==> config.mk <==
export PLATFORM = sky130hd
export DESIGN_NAME = mem_stage_ctrl
export DESIGN_NICKNAME = d
export VERILOG_FILES = /design/src/rtl/cpu_types_pkg.sv /design/src/rtl/mem_watchdog.sv /design/src/rtl/mem_stage_ctrl.sv
export SDC_FILE = /design/constraint.sdc
export NUM_CORES = 1
export LEC_CHECK = 0
export CORE_MARGIN = 4
export CORE_UTILIZATION = 44
export CTS_CLUSTER_SIZE = 8
export DETAILED_ROUTE_END_ITERATION = 8
export PLACE_DENSITY = 0.95
export SYNTH_ARGS = -nofsm -noshare
export SYNTH_HDL_FRONTEND = slang
export SYNTH_SLANG_ARGS = --single-unit
==> constraint.sdc <==
create_clock -name CLK -period 4.5 [get_ports CLK]
set_input_delay 0.675 -clock CLK [delete_from_list [all_inputs] [get_ports CLK]]
set_output_delay 0.675 -clock CLK [all_outputs]
set_load 0.05 [all_outputs]
==> src/rtl/cpu_types_pkg.sv <==
// Shared CPU datapath types: machine word and the memory-stage controller states.
package cpu_types_pkg;

  typedef logic [31:0] word_t;

  typedef enum logic [1:0] {IDLE, WAIT, DONE, HALTED} mem_ctrl_state_t;

endpackage

==> src/rtl/mem_watchdog.sv <==
// Saturating up-counter with synchronous clear and a sticky flag that sets
// on the increment taken while the count sits at FLAG_AT.
module mem_watchdog #(
  parameter int             W       = 8,
  parameter logic [W-1:0]   FLAG_AT = '1
) (
  input  logic         clk,
  input  logic         rst_n,
  input  logic         clr,
  input  logic         inc,
  output logic [W-1:0] count,
  output logic         flag
);

  always_ff @(posedge clk or negedge rst_n) begin
    if (!rst_n) begin
      count <= '0;
      flag  <= 1'b0;
    end else begin
      if (clr) begin
        count <= '0;
      end else if (inc && (count != '1)) begin
        count <= count + W'(1);
      end
      if (inc && !clr && (count == FLAG_AT)) begin
        flag <= 1'b1;
      end
    end
  end

endmodule

==> src/rtl/mem_stage_ctrl.sv <==
// MEM-stage dcache request controller feeding the MEM/WB register; owns the
// stall/enable/flush handshake, load-data buffer, sticky halt and dhit watchdog.
module mem_stage_ctrl
  import cpu_types_pkg::*;
#(
  parameter int TIMEOUT_CYCLES = 1024,
  parameter int CNT_W          = 32
) (
  input  logic             CLK,
  input  logic             nRST,
  input  logic             dREN_EX_MEM,
  input  logic             dWEN_EX_MEM,
  input  word_t            result_EX_MEM,
  input  word_t            storedata_EX_MEM,
  input  logic             halt_EX_MEM,
  input  logic             ihit,
  input  logic             dhit,
  input  word_t            dload,
  output logic             dmemREN,
  output logic             dmemWEN,
  output word_t            dmemaddr,
  output word_t            dmemstore,
  output word_t            dmemload,
  output logic             enable_MEM_WB,
  output logic             flush_MEM_WB,
  output logic             stall_mem,
  output logic             halted,
  output logic             mem_timeout,
  output logic [CNT_W-1:0] stall_cycles
);

  localparam int WD_W = $clog2(TIMEOUT_CYCLES) + 1;

  mem_ctrl_state_t state, next_state;
  word_t           load_buf;
  logic            memop, is_load, is_store;
  logic            req_ren, req_wen, outstanding, stall, enable, flush;
  logic            wd_clr;
  logic [WD_W-1:0] wd_count_unused;
  logic            stall_sat_unused;

  // A simultaneous load and store request is serviced as a load.
  assign is_load  = dREN_EX_MEM;
  assign is_store = dWEN_EX_MEM & ~dREN_EX_MEM;
  assign memop    = dREN_EX_MEM | dWEN_EX_MEM;

  always_comb begin
    next_state  = state;
    req_ren     = 1'b0;
    req_wen     = 1'b0;
    outstanding = 1'b0;
    stall       = 1'b0;
    case (state)
      IDLE: begin
        req_ren     = is_load;
        req_wen     = is_store;
        outstanding = memop & ~dhit;
        stall       = memop & ~dhit;
        if (memop && !dhit)      next_state = WAIT;
        else if (memop && !ihit) next_state = DONE;
      end
      WAIT: begin
        req_ren     = is_load;
        req_wen     = is_store;
        outstanding = ~dhit;
        stall       = ~dhit;
        if (dhit) next_state = ihit ? IDLE : DONE;
      end
      DONE: begin
        stall = ~ihit;
        if (ihit) next_state = IDLE;
      end
      HALTED: begin
        stall = 1'b1;
      end
    endcase
    enable = ihit & ~outstanding & (state != HALTED);
    flush  = ihit & outstanding;
    if (enable && halt_EX_MEM) next_state = HALTED;
  end

  always_ff @(posedge CLK or negedge nRST) begin
    if (!nRST) begin
      state    <= IDLE;
      load_buf <= '0;
    end else begin
      state <= next_state;
      if (req_ren && dhit) load_buf <= dload;
    end
  end

  // Outputs are forced low while reset is held so a live request drops at once.
  always_comb begin
    dmemREN       = nRST & req_ren;
    dmemWEN       = nRST & req_wen;
    dmemaddr      = nRST ? result_EX_MEM : '0;
    dmemstore     = nRST ? storedata_EX_MEM : '0;
    enable_MEM_WB = nRST & enable;
    flush_MEM_WB  = nRST & flush;
    stall_mem     = nRST & stall;
    halted        = (state == HALTED);
    if (!nRST)                        dmemload = '0;
    else if (state == DONE || !dhit)  dmemload = load_buf;
    else                              dmemload = dload;
  end

  assign wd_clr = dhit | ((state == IDLE) & ~memop);

  mem_watchdog #(
    .W       (WD_W),
    .FLAG_AT (WD_W'(TIMEOUT_CYCLES - 1))
  ) u_watchdog (
    .clk   (CLK),
    .rst_n (nRST),
    .clr   (wd_clr),
    .inc   (outstanding),
    .count (wd_count_unused),
    .flag  (mem_timeout)
  );

  mem_watchdog #(
    .W       (CNT_W),
    .FLAG_AT ('1)
  ) u_stall_counter (
    .clk   (CLK),
    .rst_n (nRST),
    .clr   (1'b0),
    .inc   (stall & (state != HALTED)),
    .count (stall_cycles),
    .flag  (stall_sat_unused)
  );

endmodule

Word-level counts from Yosys, hierarchy flattened. Index checks and enable logic that the tools add are counted.

Register bits after elaboration: 78. Input bits: 103. Output and inout bits: 135.

$add $sub $neg: 2. Eq/ne operators: 10. Multiplexer cells: 17. Bitwise operators: 19. Reductions and logical operators: 17.

Operators with widths (number): 32-bit two-way mux (4); 32-bit by 1-bit adder with 32-bit output, second input constant (1); 32-bit != test, second input constant (1); 11-bit two-way mux (2); 1-bit bitwise AND (12); 2-bit two-way mux (6); 11-bit by 1-bit adder with 11-bit output, second input constant (1); 11-bit by 10-bit == test with 1-bit output, second input constant (1); 11-bit != test, second input constant (1); 1-bit logical AND (8); 3-bit != test, second input constant (2); 2-bit one-hot mux with 3 select lines (1); 1-bit NOT (5); 2-bit == test, second input constant (2); 4-bit != test, second input constant (1); 1-bit one-hot mux with 4 select lines (1); 4-bit AND reduction (1); 4-bit nonzero test (1); 1-bit logical NOT (3); 2-bit by 1-bit == test with 1-bit output, second input constant (1); 2-bit logical NOT (1); 1-bit two-way mux (2); 2-bit != test, second input constant (1); 1-bit bitwise OR (2); 4 further kinds (4).

Longest topological paths before layout.
Word-level depth: 9. Gate-level depth with buffers: 8. Gate-level depth less buffers: 7.

Hierarchy. From an unflattened synthesis, not the netlist that was laid out.

Cell total of the unflattened synthesis: 544. Area total of the unflattened synthesis: 4943.5 um^2.

By module, submodules not included: mem_stage_ctrl (times used 1, cells each 288, area an instance 2504.9 um^2, seq. area each 850.8 um^2); mem_watchdog (u_stall_counter) (times used 1, cells each 194, area an instance 1818.0 um^2, seq. area each 825.8 um^2); mem_watchdog (u_watchdog) (times used 1, cells each 62, area an instance 620.6 um^2, seq. area each 300.3 um^2).

Worst setup path before layout. Ideal clock, no wire load.

Path kind: in2out. Start point: input port dhit. End point: output port dmemload[10]. Data arrival time: 2690 ps. Required time: 3825 ps. Setup slack: 1135 ps. Cell stages on the path: 6. Cells stage by stage: clkbuf_1 nor2b_1 clkbuf_1 clkbuf_1 nand2_1 a21boi_0.

Word-level cells in the longest chain between the ends: 4.

RTL lines: start, declared (line mem_stage_ctrl.sv:17) `input logic dhit,`; 1-bit logical NOT (line mem_stage_ctrl.sv:103) `else if (state == DONE || !dhit) dmemload = load_buf;`; 1-bit logical OR (line mem_stage_ctrl.sv:103); 32-bit two-way mux (line mem_stage_ctrl.sv:103); 32-bit two-way mux (line mem_stage_ctrl.sv:102) `if (!nRST) dmemload = '0;`; end, declared (line mem_stage_ctrl.sv:23) `output word_t dmemload,`.

No other way between the ends.

Final worst setup path.
Start point: input port dhit. End point: output port dmemload[12].

Same word-level chain as after synthesis.

==> results.sh <==
export IMPL_htree_levels=3
export IMPL_cts_path_max_buffers=2
export IMPL_cts_tree="yes"
export IMPL_slew_violations=0
export IMPL_grt_pass1_wl_mm=23.9
export IMPL_drt_wirelength_per_cell_um=17.2
export IMPL_avgViaCountPerCell=5.22
export IMPL_hold_class="in -> async"
export IMPL_antenna_found_initial=0
export IMPL_gp_congestion=1.02
export IMPL_start_util=0.454
export IMPL_grt_util_met2=0.441
export IMPL_syn2layout_area_growth_pct=57.7
export IMPL_rr_endpoint="u_stall_counter.count[30]$_DFFE_PN0P_"
export IMPL_slew_headroom=0.396
export IMPL_grt_usage=0.236
export IMPL_worst_ep_arrival_time_ps=3180
export IMPL_clock_sink_count=78
export IMPL_fin_util=0.715
export IMPL_post_place_cells=861
export IMPL_reg2regPathDepth=7
export IMPL_path_clk_slew_ps=80
export IMPL_drt_pass1_iterations=4
export IMPL_multi_input_area_sq_mm=0.00259
export IMPL_hpwl_mm=11.9
export IMPL_antenna_left=0
export IMPL_worstMarginPinSlew_ps=883
export IMPL_dr_total_vias=4577
export IMPL_crit_path_start_kind="primary input"
export IMPL_worst_path_max_fanout=32
export IMPL_syn_inst=507
export IMPL_r2r_start="state[0]$_DFFE_PN0P_"
export IMPL_n_antenna_cell=0
export IMPL_powerDensity_mw_per_mm2=443
export IMPL_ff2ff_setup_slack_ps=1940
export IMPL_synthesis_area_sq_mm=0.00468
export IMPL_finalHoldViolCount=0
export IMPL_clock_fmax_ghz=0.259
export IMPL_globalRouteMet1Util=0.270
export IMPL_use_met3=0.0529
export IMPL_overflow=0
export IMPL_synth_ff_type="dfrtp_1"
export IMPL_seq_area_sq_mm=0.00195
export IMPL_fp_dieW_um=111
export IMPL_grt_max_degree=74
export IMPL_syn_nets=618
export IMPL_die_area_sq_mm=0.0124
export IMPL_finalSetupTns_ps=0
export IMPL_fin_nets=847
export IMPL_path_class="in -> out"
export IMPL_setup_violations=0
export IMPL_die_h_um=111
export IMPL_async_flop_share=1.00
export IMPL_postCtsHoldBufs=0
export IMPL_vdd_ir_drop_max_mv=0.328
export IMPL_cts_resized=0
export IMPL_synth_cell_types=40
export IMPL_synth_seq_area_share=0.417
export IMPL_io_buffers=237
export IMPL_ioPinCount=238
export IMPL_post_cts_buffers=0
export IMPL_p_leak_uw=0.00304
export IMPL_ys_seq_elements=78
export IMPL_rsz0062_at_grt="false"
export IMPL_worstSkewPairLatency_ps=340
export IMPL_drt_iter0_drc=229
export IMPL_period_minus_slack_ps=3860
export IMPL_critPathRequiredTime_ps=3830
export IMPL_grt_busiest_layer="met2"
export IMPL_end_kind="primary output"
export IMPL_clockRootBuffer="clkbuf_8"
export IMPL_final_cells=877
export IMPL_numCtsBuffers=9
export IMPL_status="completed"
export IMPL_core_area_sq_mm=0.0103
export IMPL_ys_warn_count=0
export IMPL_syn_area_per_cell_sq_um=9.24
export IMPL_grt_pass1_vias=4561
export IMPL_row_count=37
export IMPL_drc_errors=0
export IMPL_synth_edf_count=0
export IMPL_holdWs_ps=309
export IMPL_skew_ps=10.6
export IMPL_drive_gt1_frac=0.0958
export IMPL_max_cap_violations=0
export IMPL_nFillCells=733
export IMPL_min_period_over_period=0.857
export IMPL_totalWireLength_mm=15.1
## placed cells by master, fill, tap and decap left out, types with 3 or more instances in the layout
master	synthesis	layout
clkinv_2	0	3
a21boi_0	32	32
nor4_1	7	7
clkdlybuf4s50_1	0	236
nor3_2	5	5
nand2b_1	4	4
dfrtp_1	78	78
nand3_1	19	19
and2_1	66	66
xnor2_1	14	14
mux2_2	32	32
clkbuf_8	0	10
inv_1	10	10
xor2_1	24	24
o21ai_0	6	6
and3_1	6	6
a21oi_1	7	7
nand2_1	89	89
nor2_1	23	23
ha_1	8	8
nor3_1	9	9
buf_4	0	7
nand4_1	15	15
## through the flow
stage | cell area, sq um | worst slack, ps | total power (uW)
floorplan | 4680 | 1140 | 2170
global placement | 7190 | 812 | 2690
CTS | 7380 | 655 | 3290
finish | 7380 | 642 | 3270
global route | 7380 | 406 | 3460
detailed placement | 7190 | 665 | 2760
## worst max-delay path by stage
stage / start / end / slack (ps) / depth (start not counted)
5_1_grt: dhit / dmemload[12] / 410 / 6
3_3_place_gp: dhit / dmemload[28] / 810 / 6
6_report: dhit / dmemload[12] / 640 / 6
3_5_place_dp: dhit / dmemload[12] / 660 / 6
2_1_floorplan: dhit / dmemload[10] / 1140 / 6
4_1_cts: dhit / dmemload[12] / 650 / 6
## worst max-delay path, cell delays in order
cell             delay (ps)
clkdlybuf4s50_1         710
nor2b_2                 210
buf_4                   330
nand2_1                 120
a21boi_0                250
clkdlybuf4s50_1         870
## kinds of logic (layout without fill, tap and decap cells)
family | Yosys count | count (layout) | synth area share
compound gates | 56 | 56 | 0.0895
flops | 78 | 78 | 0.417
fa+ha+maj | 8 | 8 | 0.0214
buf+inv | 36 | 270 | 0.0305
mux | 32 | 32 | 0.0769
simple gates | 259 | 259 | 0.294
xor+xnor | 38 | 38 | 0.0711
## cells in the mapped netlist (all sizes together) (6+ instances only)
| library cell | instances | area [sq um] |
|---|---|---|
| nor4 | 10 | 98.8 |
| o21ai | 6 | 30.0 |
| nand2 | 89 | 334 |
| inv | 10 | 37.5 |
| mux2 | 32 | 360 |
| clkbuf | 25 | 93.8 |
| nor2 | 23 | 86.3 |
| xor2 | 24 | 210 |
| dfrtp | 78 | 1950 |
| nand3 | 19 | 95.1 |
| nand4 | 15 | 93.8 |
| and2 | 67 | 419 |
| a21oi | 7 | 35.0 |
| ha | 8 | 100 |
| xnor2 | 14 | 123 |
| and3 | 6 | 37.5 |
| a21boi | 32 | 240 |
| nor3 | 14 | 95.1 |
## flip-flops by register name (all words and copies together), names as in the netlist
register and flops:
load_buf 32, state 2, u_stall_counter.count 32, u_watchdog.count 11, u_watchdog.flag 1
## cell type report
class,instances,area share
clock buffers,10,0.0186
clock inverters,6,0.00830
multi-input cells,393,0.351
flip-flops and latches,78,0.264
inverters,10,0.00508
repair buffers,244,0.330
well taps,136,0.0230
## layer usage
layer  wire length [um]  vias to the layer above  share of wire
met4                374                        0          0.025
met3                791                       27          0.052
met5                  0                        -              0
met1               5740                     2220           0.38
li1                   -                     2167              -
met2               8210                      163           0.54
## power by group
part,total [uW],internal (uW),switching [uW]
clock,530,270,260
combinational,1730,667,1060
sequential,1020,890,126
Power figures use the tool's default switching activity.
